## config.mk

```make
export PLATFORM = sky130hd
export DESIGN_NAME = uart_tx_fifo
export DESIGN_NICKNAME = d
export VERILOG_FILES = /design/src/rtl/uart_pkg.sv /design/src/rtl/uart_sync_fifo.sv /design/src/rtl/uart_tx_fifo.sv
export SDC_FILE = /design/constraint.sdc
export NUM_CORES = 1
export LEC_CHECK = 0
export CORE_AREA = 2 2 91 111
export DETAILED_ROUTE_END_ITERATION = 8
export DIE_AREA = 0 0 93 113
export GPL_TIMING_DRIVEN = 0
export HOLD_SLACK_MARGIN = 0.15
export PLACE_DENSITY = 0.86
export SLEW_MARGIN = 20
export SYNTH_ARGS = -nofsm -noshare
export SYNTH_HDL_FRONTEND = slang
export SYNTH_SLANG_ARGS = --single-unit
```

## constraint.sdc

```tcl
create_clock -name clk -period 3.64 [get_ports clk]
set_input_delay 0.91 -clock clk [delete_from_list [all_inputs] [get_ports clk]]
set_output_delay 0.91 -clock clk [all_outputs]
set_load 0.005 [all_outputs]
```

## src/rtl/uart_pkg.sv

```systemverilog
`default_nettype none
// -----------------------------------------------------------------------------
// uart_pkg: parity selectors, transmitter state type and clog2 helper.
// Revision 1.0
// -----------------------------------------------------------------------------
package uart_pkg;

  localparam int PARITY_NONE = 0;
  localparam int PARITY_ODD  = 1;
  localparam int PARITY_EVEN = 2;

  typedef enum logic [2:0] {
    ST_IDLE   = 3'd0,
    ST_START  = 3'd1,
    ST_DATA   = 3'd2,
    ST_PARITY = 3'd3,
    ST_STOP   = 3'd4
  } tx_state_e;

  function automatic int clog2(input int value);
    int result;
    int v;
    result = 0;
    v = value - 1;
    while (v > 0) begin
      result = result + 1;
      v = v >> 1;
    end
    return result;
  endfunction

endpackage
`default_nettype wire

```

## src/rtl/uart_sync_fifo.sv

```systemverilog
`default_nettype none
// -----------------------------------------------------------------------------
// uart_sync_fifo: single-clock FIFO, show-ahead read, registered pointers/count.
// Revision 1.0
// -----------------------------------------------------------------------------
module uart_sync_fifo
  import uart_pkg::*;
#(
  parameter int DEPTH = 4,
  parameter int WIDTH = 8
) (
  input  logic                    clk,
  input  logic                    reset,
  input  logic                    push,
  input  logic [WIDTH-1:0]        wdata,
  input  logic                    pop,
  output logic [WIDTH-1:0]        rdata,
  output logic                    full,
  output logic                    empty,
  output logic [clog2(DEPTH):0]   count
);

  localparam int AW = clog2(DEPTH);
  localparam logic [AW:0] FULL_COUNT = (AW+1)'(DEPTH);

  logic [WIDTH-1:0] mem_q [DEPTH];
  logic [WIDTH-1:0] mem_d [DEPTH];
  logic [AW-1:0]    wr_ptr_q, wr_ptr_d;
  logic [AW-1:0]    rd_ptr_q, rd_ptr_d;
  logic [AW:0]      count_q, count_d;
  logic             do_push;
  logic             do_pop;

  always_comb begin
    full     = (count_q == FULL_COUNT);
    empty    = (count_q == '0);
    do_push  = push && !full;
    do_pop   = pop && !empty;
    mem_d    = mem_q;
    wr_ptr_d = wr_ptr_q;
    rd_ptr_d = rd_ptr_q;
    count_d  = count_q;
    if (do_push) begin
      mem_d[wr_ptr_q] = wdata;
      wr_ptr_d        = wr_ptr_q + AW'(1);
    end
    if (do_pop) begin
      rd_ptr_d = rd_ptr_q + AW'(1);
    end
    case ({do_push, do_pop})
      2'b10:   count_d = count_q + (AW+1)'(1);
      2'b01:   count_d = count_q - (AW+1)'(1);
      default: count_d = count_q;
    endcase
  end

  always_ff @(posedge clk or posedge reset) begin
    if (reset) begin
      for (int i = 0; i < DEPTH; i++) begin
        mem_q[i] <= '0;
      end
      wr_ptr_q <= '0;
      rd_ptr_q <= '0;
      count_q  <= '0;
    end else begin
      mem_q    <= mem_d;
      wr_ptr_q <= wr_ptr_d;
      rd_ptr_q <= rd_ptr_d;
      count_q  <= count_d;
    end
  end

  assign rdata = mem_q[rd_ptr_q];
  assign count = count_q;

endmodule
`default_nettype wire

```

## src/rtl/uart_tx_fifo.sv

```systemverilog
`default_nettype none
// -----------------------------------------------------------------------------
// uart_tx_fifo: queued UART transmitter, configurable width/parity/stop bits.
// Revision 1.0
// -----------------------------------------------------------------------------
module uart_tx_fifo
  import uart_pkg::*;
#(
  parameter int CLOCK_FREQ = 100000000,
  parameter int BAUD_RATE  = 9600,
  parameter int DATA_BITS  = 8,
  parameter int PARITY     = 0,
  parameter int STOP_BITS  = 1,
  parameter int FIFO_DEPTH = 4,
  parameter int DIV_W      = 16
) (
  input  logic                          clk,
  input  logic                          reset,
  input  logic                          en,
  input  logic [DIV_W-1:0]              baud_div,
  input  logic                          s_valid,
  input  logic [DATA_BITS-1:0]          s_data,
  output logic                          s_ready,
  output logic                          tx,
  output logic                          tx_busy,
  output logic [clog2(FIFO_DEPTH):0]    fifo_count
);

  localparam logic [DIV_W-1:0] DEF_DIV   = DIV_W'(CLOCK_FREQ / BAUD_RATE);
  localparam int               BIT_W     = 4;
  localparam logic [BIT_W-1:0] LAST_DATA = BIT_W'(DATA_BITS - 1);
  localparam logic [BIT_W-1:0] LAST_STOP = BIT_W'(STOP_BITS - 1);

  tx_state_e              state_q, state_d;
  logic [DIV_W-1:0]       cnt_q, cnt_d;
  logic [DIV_W-1:0]       div_q, div_d;
  logic [BIT_W-1:0]       bit_q, bit_d;
  logic [DATA_BITS-1:0]   shift_q, shift_d;
  logic                   par_q, par_d;
  logic                   tx_q, tx_d;
  logic                   busy_q, busy_d;

  logic                   fifo_pop;
  logic                   fifo_full;
  logic                   fifo_empty;
  logic [DATA_BITS-1:0]   fifo_rdata;
  logic                   baud_tick;
  logic                   load;

  uart_sync_fifo #(
    .DEPTH (FIFO_DEPTH),
    .WIDTH (DATA_BITS)
  ) u_fifo (
    .clk   (clk),
    .reset (reset),
    .push  (s_valid),
    .wdata (s_data),
    .pop   (fifo_pop),
    .rdata (fifo_rdata),
    .full  (fifo_full),
    .empty (fifo_empty),
    .count (fifo_count)
  );

  // Last en-qualified cycle of the current bit period.
  assign baud_tick = en && (cnt_q == div_q - DIV_W'(1));

  always_comb begin
    state_d  = state_q;
    cnt_d    = cnt_q;
    div_d    = div_q;
    bit_d    = bit_q;
    shift_d  = shift_q;
    par_d    = par_q;
    fifo_pop = 1'b0;
    load     = 1'b0;
    if (en) begin
      if (state_q != ST_IDLE) begin
        cnt_d = baud_tick ? '0 : cnt_q + DIV_W'(1);
      end
      case (state_q)
        ST_IDLE: begin
          load = !fifo_empty;
        end
        ST_START: begin
          if (baud_tick) begin
            state_d = ST_DATA;
            bit_d   = '0;
          end
        end
        ST_DATA: begin
          if (baud_tick) begin
            shift_d = shift_q >> 1;
            if (bit_q == LAST_DATA) begin
              bit_d   = '0;
              state_d = (PARITY == PARITY_NONE) ? ST_STOP : ST_PARITY;
            end else begin
              bit_d = bit_q + BIT_W'(1);
            end
          end
        end
        ST_PARITY: begin
          if (baud_tick) begin
            state_d = ST_STOP;
            bit_d   = '0;
          end
        end
        ST_STOP: begin
          if (baud_tick) begin
            if (bit_q == LAST_STOP) begin
              load    = !fifo_empty;
              state_d = ST_IDLE;
            end else begin
              bit_d = bit_q + BIT_W'(1);
            end
          end
        end
        default: begin
          state_d = ST_IDLE;
        end
      endcase
      // Frame start: the divisor is captured here and held for the whole frame.
      if (load) begin
        fifo_pop = 1'b1;
        shift_d  = fifo_rdata;
        par_d    = (PARITY == PARITY_ODD) ? ~^fifo_rdata : ^fifo_rdata;
        div_d    = (baud_div != '0) ? baud_div : DEF_DIV;
        state_d  = ST_START;
        bit_d    = '0;
        cnt_d    = '0;
      end
    end
  end

  always_comb begin
    tx_d   = tx_q;
    busy_d = busy_q;
    if (en) begin
      busy_d = (state_q != ST_IDLE);
      case (state_q)
        ST_START:  tx_d = 1'b0;
        ST_DATA:   tx_d = shift_q[0];
        ST_PARITY: tx_d = par_q;
        default:   tx_d = 1'b1;
      endcase
    end
  end

  always_ff @(posedge clk or posedge reset) begin
    if (reset) begin
      state_q <= ST_IDLE;
      cnt_q   <= '0;
      div_q   <= DEF_DIV;
      bit_q   <= '0;
      shift_q <= '0;
      par_q   <= 1'b0;
      tx_q    <= 1'b1;
      busy_q  <= 1'b0;
    end else begin
      state_q <= state_d;
      cnt_q   <= cnt_d;
      div_q   <= div_d;
      bit_q   <= bit_d;
      shift_q <= shift_d;
      par_q   <= par_d;
      tx_q    <= tx_d;
      busy_q  <= busy_d;
    end
  end

  assign s_ready = !fifo_full;
  assign tx      = tx_q;
  assign tx_busy = busy_q;

endmodule
`default_nettype wire
```

==> out/results.ini <==
[grt]
grt_pass1_vias=4140
antenna_found_initial=0
grt_pass1_wl_microns=19690
grt_use_total=0.2380
grt_max_degree=48
overflow=0

[route]
drt-total-wl_microns=12000
dr.pass1.iters=5
viasPerCell=6.083
wl_per_cell_microns=18.48
first_iter_violations=393
antenna_left=0
drc=0
num_vias=3948

[sta]
slew_viol_final=0
skew_ns=0.01397
setup_tns_ns=-0.1134
worstMarginPinSlew_ns=0.7146
setup_ws_ns=-0.1134
fmax_mhz=266.4
finalCritPeriodShare=1.031
final_hold_viol_count=0
rsz0062_at_grt=yes
slew_headroom=0.5218
setup_violations=1
timing.hold.ws_ns=0.4932
period_needed_ns=3.753

[clock_tree]
cts-buffers-inserted=9
htree_levels=3
cts_tree=yes
cts_num_sinks=89
clk-insertion-delay-late_ns=0.35
root_buffer=clkbuf_16
cts_buffer_depth=2
cts_hold_buf=0
clk_pin_slew_ns=0.07

[setup_path]
critPathArrivalTime_ns=4.01
cp-start-kind=register
crit_required_ns=3.90
crit_type=reg2reg
end_kind=register
cp_max_fo=4
r2r_setup_slack_ns=-0.11
crit-reg2reg-launch=div_q[8]
reg2reg_to=u_fifo.count[2]
reg2reg_depth=14

[synth]
synth_area_leaders=dfrtp_1 (42%), mux2_2 (12%), xnor2_1 (4.4%)
yosys-top-cells-count=dfrtp_1 (83), mux2_2 (51), nor2_1 (33)
synth_edf_count=0
yosysMostFrequentCell=dfrtp_1
netlist_instances=459
seq_area_frac_synth=0.4482
yosysTopAreaCell=dfrtp_1
syn_nets=497
async_reset_ff_frac=1.000
synth_top_flop_cell=dfrtp_1
ys_seq_elements=89
syn_area_sq_mm=0.004986
yosysWarningCount=0
synth.distinct_cells=56
synth_top_cell_area_share=0.4166
syn_avg_cell_area_sq_um=10.86

[run_status]
violations=setup timing
status=finished, violations left

[final_layout]
area_delta_synth_final_pct=20.90
fin_cells=649
nets=559
layout-drive-gt1-share=0.2643
diodes=0

[power_and_ir_drop]
irDropWorstVdd_uv=510.4
p_leak_nw=2.518
total_power_mw=5.409
p_per_area_mw_per_mm2=897.3

[floorplanning]
die_w_microns=93
fp.coreArea_sq_mm=0.009369
io_pins=34
die_y_microns=113
die_area_sq_mm=0.01051
start_util=0.5322
row_count=39

[job]
cap_violations=0

[place]
routabilityCongestion=0.9182
preCtsSetupSlack_ns=-0.8476
port_buffers=33
dp_hpwl_microns=8028
post-place-cells=616

[worst_hold_path]
min_path_type=reg2reg
min_to=tx
holdPathStages=2
hp-start=tx

## per-layer routing
layer / vias to the layer above / routed length (microns) / global-route usage / share of wire
met2: 174 / 6509 / 0.4280 / 0.54
met5: - / 0 / 0 / 0
met3: 37 / 554 / 0.04328 / 0.046
met1: 1948 / 4568 / 0.2751 / 0.38
met4: 0 / 363 / 0.1049 / 0.030
li1: 1789 / - / - / -
## timing repair
action | in CTS | in global routing
buffers inserted | 11 | 10
gates cloned | 0 | 0
endpoints found under the setup margin | 29 | 5
pin swaps | 9 | 9
resized for setup | 17 | 6
## metrics by stage
stage	instance area (sq um)	utilization
2_1_floorplan	5010	-
3_3_place_gp	5494	0.5864
3_5_place_dp	5517	0.5888
4_1_cts	5964	0.6366
5_1_grt	6028	0.6434
6_report	6028	0.6434
## how the worst max path moves through the flow
| stage | startpoint | to | slack (ns) | depth (start not counted) |
|---|---|---|---|---|
| 2_1_floorplan | div_q[3] | u_fifo.count[2] | -0.07 | 16 |
| 3_3_place_gp | reset | bit_q[3] | -0.78 | 2 |
| 3_5_place_dp | div_q[2] | u_fifo.count[2] | -0.85 | 15 |
| 4_1_cts | div_q[3] | u_fifo.count[2] | -0.12 | 16 |
| 5_1_grt | div_q[8] | u_fifo.count[2] | -0.22 | 14 |
| 6_report | div_q[8] | u_fifo.count[2] | -0.11 | 14 |
## critical path, stage by stage, from the launching register on
cell and delay (ns):
dfrtp_2 0.43, or4_4 0.54, or4_4 0.51, a32o_2 0.26
nor4_4 0.29, nand4_1 0.24, o21ai_4 0.31, nand2_4 0.10
clkinv_4 0.07, ha_4 0.13, inv_2 0.03, fa_2 0.32
xor2_1 0.14, nor2_1 0.13, xor2_1 0.16
## registers in the layout (all words and copies together), names as in the netlist
register	cells
u_fifo.count	3
state_q	3
par_q	1
bit_q	4
shift_q	8
cnt_q	16
tx_busy	1
tx	1
div_q	16
u_fifo.rd_ptr_q	2
u_fifo.mem_q	32
u_fifo.wr_ptr_q	2
## logic make-up after synthesis
group           synth area share
simple gates              0.1513
compound gates           0.08683
fa+ha+maj                0.02660
mux                       0.1844
buf+inv                  0.03237
flops                     0.4482
xor+xnor                 0.07026
## area by class of cell
| type | instances | area (sq um) |
|---|---|---|
| fillers | 671 | 3341 |
| clock inverters | 7 | 76.32 |
| repair buffers | 55 | 508.0 |
| plain buffers | 14 | 55.05 |
| inverters | 22 | 90.09 |
| multi-input cells | 330 | 2678 |
| flip-flops and latches | 89 | 2242 |
| well taps | 123 | 153.9 |
| clock buffers | 9 | 225.2 |
## report_power, final
group | internal [mW] | leakage [nW] | switching (mW)
clock network | 0.537 | 0.142 | 0.407
registers | 1.45 | 1.08 | 0.363
logic | 1.36 | 1.30 | 1.29
total | 3.35 | 2.52 | 2.06
## placed cells by master (no fill, tap or decap), drive strengths merged, types with 5 or more instances in the layout
cell,Yosys,routed
nand3,17,17
dfstp,6,6
clkbuf,15,21
or3,5,5
buf,3,24
or4,5,5
nand4,9,9
o21ai,14,14
mux4,8,8
nor3,13,13
xor2,15,15
ha,9,9
a31oi,8,8
inv,22,23
clkdlybuf4s50,0,33
a21oi,17,17
mux2,58,58
nor4,13,13
nand2,22,22
mux2i,6,6
nor2,34,34
dfrtp,83,83
xnor2,25,25
nor2b,8,8
No activity file was read; power rests on OpenSTA's default activity.
